### config.mk
export PLATFORM = sky130hd
export DESIGN_NAME = regfile_writeback
export DESIGN_NICKNAME = d
export VERILOG_FILES = /design/src/rtl/regfile_writeback.sv
export SDC_FILE = /design/constraint.sdc
export NUM_CORES = 1
export LEC_CHECK = 0
export ABC_CLOCK_PERIOD_IN_PS = 3100
export BUFFER_PORTS_ARGS = -buffer_cell sky130_fd_sc_hd__buf_4
export CAP_MARGIN = 20
export CORE_UTILIZATION = 51
export CTS_CLUSTER_DIAMETER = 60
export CTS_CLUSTER_SIZE = 16
export DETAILED_ROUTE_END_ITERATION = 10
export GPL_TIMING_DRIVEN = 0
export PLACE_DENSITY = 0.74
export REMOVE_ABC_BUFFERS = 1
export SKIP_LAST_GASP = 1
export SLEW_MARGIN = 15
export SYNTH_ARGS = -nofsm -noshare
export SYNTH_HDL_FRONTEND = slang
export SYNTH_SLANG_ARGS = --single-unit
### constraint.sdc
create_clock -name i_clk -period 3.1 [get_ports i_clk]
set_clock_uncertainty 0.1 [all_clocks]
set_input_delay 0.465 -clock i_clk [delete_from_list [all_inputs] [get_ports i_clk]]
set_output_delay 0.465 -clock i_clk [all_outputs]
set_load 0.005 [all_outputs]
### src/rtl/regfile_writeback.sv
// regfile_writeback
//   Drives the single register-file write port from two result producers:
//   the ALU completion path and the load-return path. Each producer feeds a
//   small FIFO through a valid/ready handshake. Load data is aligned and
//   extended before it is queued. Every cycle one queue head is moved into
//   the output register. The load head normally wins, and a starvation
//   counter forces the ALU head through after STARVE_MAX lost cycles.
//
// Ports
//   i_clk           clock, rising edge active
//   i_reset         asynchronous reset, active low (asserted when 0)
//   i_alu_valid     ALU result offered
//   o_alu_ready     ALU queue can accept
//   i_alu_rd        ALU destination register
//   i_alu_data      ALU result value
//   i_ld_valid      load return offered
//   o_ld_ready      load queue can accept
//   i_ld_rd         load destination register
//   i_ld_raw        raw memory word
//   i_ld_funct3     load type (LB/LH/LW/LBU/LHU)
//   i_ld_addr_lo    byte address bits [1:0]
//   o_write_addr    register-file write address
//   o_write_data    register-file write data
//   o_write_enable  register-file write enable
//   o_busy_mask     bit r set while a write to r is queued or presented

// WbQueue
//   DEPTH-entry FIFO of {rd, data} for one producer. It reports its head,
//   its fill state, and a mask of every destination register it holds.
//
// Ports
//   i_clk, i_reset  clock and active-low async reset
//   i_push          enqueue i_rd/i_data this edge (caller guarantees not full)
//   i_rd, i_data    entry to enqueue
//   i_pop           dequeue the head this edge (caller guarantees not empty)
//   o_notFull       count < DEPTH
//   o_notEmpty      count != 0
//   o_headRd        head entry destination
//   o_headData      head entry value
//   o_pendMask      one bit per register targeted by a held entry
module WbQueue #(
  parameter int DEPTH = 2
) (
  input  logic        i_clk,
  input  logic        i_reset,
  input  logic        i_push,
  input  logic [4:0]  i_rd,
  input  logic [31:0] i_data,
  input  logic        i_pop,
  output logic        o_notFull,
  output logic        o_notEmpty,
  output logic [4:0]  o_headRd,
  output logic [31:0] o_headData,
  output logic [31:0] o_pendMask
);
  localparam int PW = (DEPTH > 1) ? $clog2(DEPTH) : 1;
  localparam int CW = PW + 1;

  logic [4:0]    r_rd   [DEPTH];
  logic [31:0]   r_data [DEPTH];
  logic [PW-1:0] r_wrPtr;
  logic [PW-1:0] r_rdPtr;
  logic [CW-1:0] r_count;

  // Pointers and count. DEPTH is a power of two, so the pointers wrap
  // naturally. A push and a pop on the same edge leave the count unchanged.
  always_ff @(posedge i_clk or negedge i_reset) begin
    if (!i_reset) begin
      r_wrPtr <= '0;
      r_rdPtr <= '0;
      r_count <= '0;
    end else begin
      if (i_push) r_wrPtr <= r_wrPtr + 1'b1;
      if (i_pop)  r_rdPtr <= r_rdPtr + 1'b1;
      case ({i_push, i_pop})
        2'b10:   r_count <= r_count + 1'b1;
        2'b01:   r_count <= r_count - 1'b1;
        default: r_count <= r_count;
      endcase
    end
  end

  // The storage needs no reset. An entry only counts while it lies inside
  // the occupied window.
  always_ff @(posedge i_clk) begin
    if (i_push) begin
      r_rd[r_wrPtr]   <= i_rd;
      r_data[r_wrPtr] <= i_data;
    end
  end

  assign o_notFull  = (r_count < CW'(DEPTH));
  assign o_notEmpty = (r_count != '0);
  assign o_headRd   = r_rd[r_rdPtr];
  assign o_headData = r_data[r_rdPtr];

  // A slot is occupied when its distance from the read pointer is below
  // the count.
  always_comb begin
    logic [PW-1:0] offset;
    offset     = '0;
    o_pendMask = '0;
    for (int i = 0; i < DEPTH; i++) begin
      offset = PW'(i) - r_rdPtr;
      if ({1'b0, offset} < r_count) o_pendMask[r_rd[i]] = 1'b1;
    end
  end
endmodule

module regfile_writeback #(
  parameter int DEPTH      = 2,
  parameter int STARVE_MAX = 4
) (
  input  logic        i_clk,
  input  logic        i_reset,
  input  logic        i_alu_valid,
  output logic        o_alu_ready,
  input  logic [4:0]  i_alu_rd,
  input  logic [31:0] i_alu_data,
  input  logic        i_ld_valid,
  output logic        o_ld_ready,
  input  logic [4:0]  i_ld_rd,
  input  logic [31:0] i_ld_raw,
  input  logic [2:0]  i_ld_funct3,
  input  logic [1:0]  i_ld_addr_lo,
  output logic [4:0]  o_write_addr,
  output logic [31:0] o_write_data,
  output logic        o_write_enable,
  output logic [31:0] o_busy_mask
);
  localparam int SW = (STARVE_MAX > 0) ? $clog2(STARVE_MAX + 1) : 1;

  logic          w_aluNotFull, w_aluNotEmpty, w_ldNotFull, w_ldNotEmpty;
  logic [4:0]    w_aluHeadRd, w_ldHeadRd;
  logic [31:0]   w_aluHeadData, w_ldHeadData;
  logic [31:0]   w_aluPend, w_ldPend, w_outMask;
  logic          w_aluPush, w_ldPush, w_aluWins, w_ldWins;
  logic [7:0]    w_ldByte;
  logic [15:0]   w_ldHalf;
  logic [31:0]   w_ldData;
  logic [SW-1:0] r_starve;
  logic [4:0]    r_writeAddr;
  logic [31:0]   r_writeData;
  logic          r_writeEnable;

  // The readies are gated by reset, so nothing is accepted while reset is held.
  assign o_alu_ready = i_reset & w_aluNotFull;
  assign o_ld_ready  = i_reset & w_ldNotFull;

  // A handshake on rd 0 completes but is dropped, because x0 is never written.
  assign w_aluPush = i_alu_valid & o_alu_ready & (i_alu_rd != 5'd0);
  assign w_ldPush  = i_ld_valid  & o_ld_ready  & (i_ld_rd  != 5'd0);

  // Align the load word to the addressed byte or halfword, then extend it.
  always_comb begin
    w_ldByte = 8'(i_ld_raw >> {i_ld_addr_lo, 3'b000});
    w_ldHalf = i_ld_addr_lo[1] ? i_ld_raw[31:16] : i_ld_raw[15:0];
    case (i_ld_funct3)
      3'b000:  w_ldData = {{24{w_ldByte[7]}}, w_ldByte};
      3'b001:  w_ldData = {{16{w_ldHalf[15]}}, w_ldHalf};
      3'b100:  w_ldData = {24'd0, w_ldByte};
      3'b101:  w_ldData = {16'd0, w_ldHalf};
      default: w_ldData = i_ld_raw;
    endcase
  end

  WbQueue #(.DEPTH(DEPTH)) u_aluQueue (
    .i_clk      (i_clk),
    .i_reset    (i_reset),
    .i_push     (w_aluPush),
    .i_rd       (i_alu_rd),
    .i_data     (i_alu_data),
    .i_pop      (w_aluWins),
    .o_notFull  (w_aluNotFull),
    .o_notEmpty (w_aluNotEmpty),
    .o_headRd   (w_aluHeadRd),
    .o_headData (w_aluHeadData),
    .o_pendMask (w_aluPend)
  );

  WbQueue #(.DEPTH(DEPTH)) u_ldQueue (
    .i_clk      (i_clk),
    .i_reset    (i_reset),
    .i_push     (w_ldPush),
    .i_rd       (i_ld_rd),
    .i_data     (w_ldData),
    .i_pop      (w_ldWins),
    .o_notFull  (w_ldNotFull),
    .o_notEmpty (w_ldNotEmpty),
    .o_headRd   (w_ldHeadRd),
    .o_headData (w_ldHeadData),
    .o_pendMask (w_ldPend)
  );

  // The load head has priority. The ALU head wins when it is alone or when it
  // has lost STARVE_MAX cycles in a row.
  assign w_aluWins = w_aluNotEmpty & (~w_ldNotEmpty | (r_starve == SW'(STARVE_MAX)));
  assign w_ldWins  = w_ldNotEmpty & ~w_aluWins;

  // The starvation counter only runs while an ALU entry is waiting behind a load.
  always_ff @(posedge i_clk or negedge i_reset) begin
    if (!i_reset) begin
      r_starve <= '0;
    end else if (!w_aluNotEmpty || w_aluWins) begin
      r_starve <= '0;
    end else if (w_ldWins) begin
      r_starve <= r_starve + 1'b1;
    end
  end

  // The output register presents the winner. On idle cycles the address and
  // data hold their last values, and only the enable drops.
  always_ff @(posedge i_clk or negedge i_reset) begin
    if (!i_reset) begin
      r_writeAddr   <= '0;
      r_writeData   <= '0;
      r_writeEnable <= 1'b0;
    end else if (w_aluWins) begin
      r_writeAddr   <= w_aluHeadRd;
      r_writeData   <= w_aluHeadData;
      r_writeEnable <= 1'b1;
    end else if (w_ldWins) begin
      r_writeAddr   <= w_ldHeadRd;
      r_writeData   <= w_ldHeadData;
      r_writeEnable <= 1'b1;
    end else begin
      r_writeEnable <= 1'b0;
    end
  end

  // The presented write stays busy until its commit edge has passed.
  always_comb begin
    w_outMask = '0;
    if (r_writeEnable) w_outMask[r_writeAddr] = 1'b1;
  end

  assign o_busy_mask    = (w_aluPend | w_ldPend | w_outMask) & ~32'h1;
  assign o_write_addr   = r_writeAddr;
  assign o_write_data   = r_writeData;
  assign o_write_enable = r_writeEnable;
endmodule

; ---- Yosys cells after proc, flatten, opt, wreduce, memory -nomap -nowiden
; Memory sizes are Yosys's and may differ from the RTL's.
; Cells that the tools add are included.
[classes]
n_addsub = 13
n_mux = 31
n_bitwise = 15
eq_ne = 8
shift = 1
reduce_logical = 16
magnitude_cmp = 16
[ops]
columns = op, n
row1 = $mux 32, 7
row2 = $or 32x32->32, 4
row3 = $pmux 32 s4, 1
row4 = $shr 32x5->8, 1
row5 = $lt 5x6->1 const B, 5
row6 = $demux 1 s5, 5
row7 = $ge 5x1->1 const B, 5
row8 = $mux 16, 1
row9 = $reduce_bool 2->1, 6
row10 = $mux 1, 11
row11 = $mux 5, 2
row12 = $reduce_bool 5->1, 2
row13 = $eq 3x3->1 const B, 3
row14 = $and 1x1->1, 8
row15 = $lt 1x2->1, 4
row16 = $pmux 2 s2, 2
row17 = $mux 3, 2
row18 = $logic_and 1x1->1, 5
row19 = $add 1x1->1 const B, 4
row20 = $add 2x1->2 const B, 2
row21 = $eq 2x1->1 const B, 2
row22 = $eq 2x2->1 const B, 2
row23 = $lt 2x2->1 const B, 2
row24 = $sub 1x1->1 const A, 4
row25 = 8 further kinds, 10
[totals]
ramBits = 148
regBits = 49
memories = 4
output_inout_bits = 72
[mem_list]
columns = name, words, width, read_ports, rd_ports_with_merged_regs, write_ports, line
row1 = u_aluQueue.r_data, 2, 32, 1, 0, 1, 60  ; logic [31:0] r_data [DEPTH];
row2 = u_ldQueue.r_data, 2, 32, 1, 0, 1, 60
row3 = u_aluQueue.r_rd, 2, 5, 3, 0, 1, 59  ; logic [4:0] r_rd [DEPTH];
row4 = u_ldQueue.r_rd, 2, 5, 3, 0, 1, 59

; ---- Depth between registers and ports, before layout
; An unclocked memory read counts as a cell.
[depth]
ltp_word = 10
mapped_depth = 10
depth_no_buf = 9

; ---- Cells and area by module
; Synthesis repeated with hierarchy kept, for this count alone.
[hier_totals]
hier_cells = 731
area_unflattened_um2 = 9601.7
[by_module_without_submodules]
columns = mod, cells_per_inst, seq_area_each_um2, n_inst, area_each_um2
row1 = WbQueue (u_aluQueue), 195, 2322.2, 1, 3275.6
row2 = WbQueue (u_ldQueue), 195, 2322.2, 1, 3270.6
row3 = regfile_writeback, 341, 1026.0, 1, 3055.4

; ---- Least setup slack after synthesis
; OpenSTA, ideal clock, no wires.
[synth_path]
path_kind = register to register
start = reg u_ldQueue.r_count[1]
end = mem u_ldQueue.r_data[0][0] (enable)
synth_period_minus_slack_ns = 3.040
slack_ns = 0.060
required_ns = 2.569
stages_incl_launch_ff = 5
setup_ns = 0.431
t_arrival_ns = 2.509
path_cell_list = dfrtp_1 > clkbuf_1 > nor2b_1 > o211ai_1 > nor2_1
[synth_via]
elab_chain_cells = 6
[synth_lines]
columns = item, line
row1 = start: declaration, 63  ; logic [CW-1:0] r_count;
row2 = start signal: assignment, 76  ; 2'b10: r_count <= r_count + 1'b1;
row3 = start signal: assignment, 77  ; 2'b01: r_count <= r_count - 1'b1;
row4 = start signal: assignment, 78  ; default: r_count <= r_count;
row5 = $lt 2x2->1, 92  ; assign o_notFull = (r_count < CW'(DEPTH));
row6 = $and 1x1->1, 148  ; assign o_ld_ready = i_reset & w_ldNotFull;
row7 = named net o_ld_ready, 121  ; output logic o_ld_ready,
row8 = $and 1x1->1 (2 in a row), 152  ; assign w_ldPush = i_ld_valid & o_ld_ready & (i_ld_rd != 5'd0);
row9 = $mux 1, 86  ; if (i_push) begin
row10 = $mux 1 (not written as such), 88  ; r_data[r_wrPtr] <= i_data;
row11 = end: declaration, 60
; The timed path passes the listed nets, and every way through them passes these cells.

; ---- Worst setup path after layout
[layout_path]
start = reg u_ldQueue.r_rdPtr
end = out o_busy_mask[9]
[layout_via]
elab_chain_cells = 7
elab_cells_between_ends = 9
cone_classes = add/sub (2) / order compare (2) / mux (2) / bitwise (3)
[layout_lines]
columns = item, line
row1 = start: declaration, 62  ; logic [PW-1:0] r_rdPtr;
row2 = start signal: assignment, 74  ; if (i_pop) r_rdPtr <= r_rdPtr + 1'b1;
row3 = $sub 1x1->1, 104  ; offset = PW'(i) - r_rdPtr;
row4 = $lt 1x2->1, 105  ; if ({1'b0, offset} < r_count) o_pendMask[r_rd[i]] = 1'b1;
row5 = $mux 32, 105
row6 = $or 32x32->32 (no source line), --
row7 = $mux 32 (*), 105
row8 = $or 32x32->32 (*) (2 in a row), 237  ; assign o_busy_mask = (w_aluPend | w_ldPend | w_outMask) & ~32'h1;
row9 = end: declaration, 129  ; output logic [31:0] o_busy_mask
; Every way passes the cells marked *; elsewhere a longest branch is shown, timed or not.

==> impl_metrics.csv <==
group,metric,value,unit
status,outcome,"complete, but fails checks",
status,violations,"DRC, hold timing",
clock_network,cts.path.max_buffers,2,
yosys,synthAdderAreaFrac,0.005224,
global_route,overflow,0,
route,firstDrtPassIters,9,
final_layout,layout.nets,987,
timing,fmax,0.3319,GHz
global_route,grt_max_degree,52,
floorplan,placementRows,49,
global_route,track_usage,0.2616,
route,wl_per_cell,21.44,µm
critical_path,endpoint_kind,"output port",
yosys,ys_seq_area_frac,0.5919,
floorplan,core-area,0.01821,mm²
power_and_ir_drop,leakagePower,4.610,nW
timing,maxSlewHeadroom,0.3297,
yosys,synthTopCellsByArea,"edfxtp_1, dfrtp_1, mux2i_1",
timing,period_needed,3.013,ns
timing,finalSetupViolations,0,
yosys,syn_area_per_cell,12.49,µm²
yosys,synth_edf_count,148,
global_route,antenna_found_initial,0,
critical_path,worstReg2RegEnd,"u_ldQueue.r_count[1]$_DFFE_PN0P_",
critical_path,critical_path.max_stage_delay,0.67,ns
final_layout,mostFrequentLayoutCells,"buf_4, edfxtp_1, mux2i_1",
final_layout,drive_above_1_share,0.2892,
floorplan,fp.dieW,139.1,µm
route,ant_nets,0,
global_route,grt_pass1_vias,6834,
clock_network,path_clk_slew,0.08,ns
yosys,synth_top_family_by_area,"compound AO/OA/AOI/OAI gates",
final_layout,fin_cells,1142,
critical_path,cp_slowest_cell,"dfrtp_2",
route,totalWireLength,24.48,mm
critical_path,cp.arrival,2.45,ns
yosys,ys_ff_latch,197,
place,gp_congestion,0.9363,
yosys,async_flop_share,0.2487,
global_route,grt_first_pass_wirelength,38.25,mm
power_and_ir_drop,p_total,0.009684,W
yosys,yosys.area.top_type,"edfxtp_1",
yosys,yosysUniqueCellTypes,48,
floorplan,start_util,0.5261,
final_layout,synthToLayoutAreaGrowth,21.57,%
place,place_area,0.01101,mm²
clock_network,cts.htree.levels,4,
final_layout,design_area,0.01165,mm²
critical_path,reg2reg_slack,0.57,ns
clock_network,clockRootBuffer,"clkbuf_16",
timing,rsz0062_at_grt,"yes",
yosys,synth_cells,767,
floorplan,die_area,0.01934,mm²
yosys,synthXorXnorAreaFrac,0.01006,
critical_path,path_class,"reg2out",
critical_path,crit_chain,"nor2b_1 > o21ai_2 > o221ai_1 > a221o_1 > buf_4",
critical_path,startpoint_type,"flip-flop",
hold_path,holdCritPathClass,"in2async",
route,remaining_drc_errors,10,
yosys,ys_warn_count,0,
clock_network,cts_sinks,197,
clock_network,cts_tree,"built",
final_layout,n_antenna_cell,0,
place,io_buffers,153,
clock_network,clock_insertion_delay_worst_skew,0.44,ns
power_and_ir_drop,p_per_area,831.4,mW/mm²
yosys,yosys.area_share.simple,0.1097,
critical_path,cp.required,2.53,ns
place,dp_hpwl,17.11,mm
timing,drv_slew,0,
yosys,synth_ff_type,"edfxtp_1",
route,num_vias,6868,
clock_network,numCtsBuffers,17,
floorplan,ioPinCount,155,
timing,fin_crit_sh,0.9719,
floorplan,die_y,139.1,µm
yosys,synthMuxAreaShare,0.1243,
route,via_per_inst,6.014,
timing,whs,-0.02090,ns
yosys,syn_area,0.009580,mm²
timing,final-hold-violation-count,20,
critical_path,crit_fanout,15,
route,detail_route.iter0.violations,484,
yosys,yosysTopAreaCellShare,0.4639,
place,placed_cells,1105,
timing,max_slew.worst_pin.slew,1.003,ns
critical_path,r2r-start,"u_ldQueue.r_count[1]$_DFFE_PN0P_",
yosys,synth_compound_area_frac,0.1286,
power_and_ir_drop,vdd_drop_max,0.0004636,V
critical_path,rr_worst_depth,7,
final_layout,final_common_cell,"buf_4",
job,maxCapViolations,0,
## state kept, by name, indices dropped and copies added, names as in the netlist
register	flops
r_starve	3
u_ldQueue.r_rd	10
o_write_addr	5
u_aluQueue.r_data	64
u_ldQueue.r_data	64
u_ldQueue.r_count	2
u_ldQueue.r_wrPtr	1
u_ldQueue.r_rdPtr	1
o_write_data	32
u_aluQueue.r_count	2
u_aluQueue.r_rd	10
u_aluQueue.r_wrPtr	1
o_write_enable	1
u_aluQueue.r_rdPtr	1
## power breakdown
group,total [W],internal [W],switching [W]
Clock,0.00207,0.00105,0.00102
Sequential,0.00397,0.00343,0.000537
Combinational,0.00364,0.00184,0.00181
## through the flow
| step | setup TNS (ns) | util | worst slack, ns |
|---|---|---|---|
| floorplan | -107.54 | - | -2.820 |
| global placement | -530.49 | 0.5909 | -6.300 |
| detailed placement | -0.8610 | 0.6048 | -0.04260 |
| CTS | 0 | 0.6382 | 0.007296 |
| global route | -0.05829 | 0.6397 | -0.02465 |
| finish | 0 | 0.6397 | 0.08722 |
## synth_stat cells (all sizes together) (4+ instances only)
| cell type | count |
|---|---|
| mux2i | 74 |
| nand2 | 64 |
| nand3b | 13 |
| ha | 4 |
| o221ai | 8 |
| o211ai | 13 |
| a31oi | 8 |
| a22oi | 6 |
| o21ai | 45 |
| buf | 20 |
| a211o | 6 |
| edfxtp | 148 |
| xnor2 | 7 |
| a22o | 10 |
| a21o | 18 |
| dfrtp | 49 |
| clkbuf | 38 |
| nor3b | 7 |
| o22ai | 21 |
| nor2b | 11 |
| and3 | 4 |
| mux2 | 38 |
| nor2 | 40 |
| or3b | 5 |
| nand3 | 18 |
| o22a | 14 |
| inv | 8 |
| or3 | 12 |
| xor2 | 4 |
| and3b | 9 |
| nor3 | 12 |
| a221o | 15 |
## cell type report
type	count	area [µm²]
well taps	229	286.5
fillers	1418	6561
clock inverters	14	117.6
inverters	8	30.03
flip-flops and latches	197	5675
multi-input cells	504	3700
clock buffers	18	429.2
repair buffers	172	1409
## worst max-delay path by stage
stage | startpoint | slack (ns) | to
floorplan | u_aluQueue.r_count[1]$_DFFE_PN0P_ | -2.82 | o_write_addr[0]$_DFFE_PN0P_
global placement | u_aluQueue.r_count[1]$_DFFE_PN0P_ | -6.30 | o_write_data[5]$_DFFE_PN0P_
detailed placement | i_reset | -0.04 | u_ldQueue.r_data[0][15]$_DFFE_PP_
CTS | u_ldQueue.r_rdPtr$_DFFE_PN0P_ | 0.007 | o_busy_mask[20]
global route | u_ldQueue.r_rdPtr$_DFFE_PN0P_ | -0.02 | o_busy_mask[31]
finish | u_ldQueue.r_rdPtr$_DFFE_PN0P_ | 0.09 | o_busy_mask[9]
## what timing repair did
item / 4_1_cts / 5_1_grt
gates resized for setup: 5 / 3
pin swaps: 2 / 0
endpoints found under the setup margin: 30 / 17
buffers inserted: 4 / 1
hold endpoints to repair: 0 / 0
hold buffers: 0 / 0
## routing by layer
| layer | vias to the layer above | track usage | routed length, µm |
|---|---|---|---|
| li1 | 3206 | - | - |
| met1 | 3322 | 0.3353 | 10340 |
| met2 | 303 | 0.4322 | 11930 |
| met3 | 37 | 0.07010 | 1789 |
| met4 | 0 | 0.08596 | 433 |
| met5 | - | 0 | 0 |
## critical path: cells and delay by family (launching register included)
kind	cells	cell delay [ns]
compound gates	3	1.00
buf+inv	1	0.14
flops	1	0.67
simple gates	1	0.22
## cell families after synthesis
family,count (synthesis)
AO/OA/AOI/OAI,171
XOR/XNOR,11
adder cells (fa/ha/maj),4
buffers and inverters,66
flip-flops,197
multiplexers,113
other,1
AND/OR/NAND/NOR,204
No activity file was read; power rests on OpenSTA's default activity.
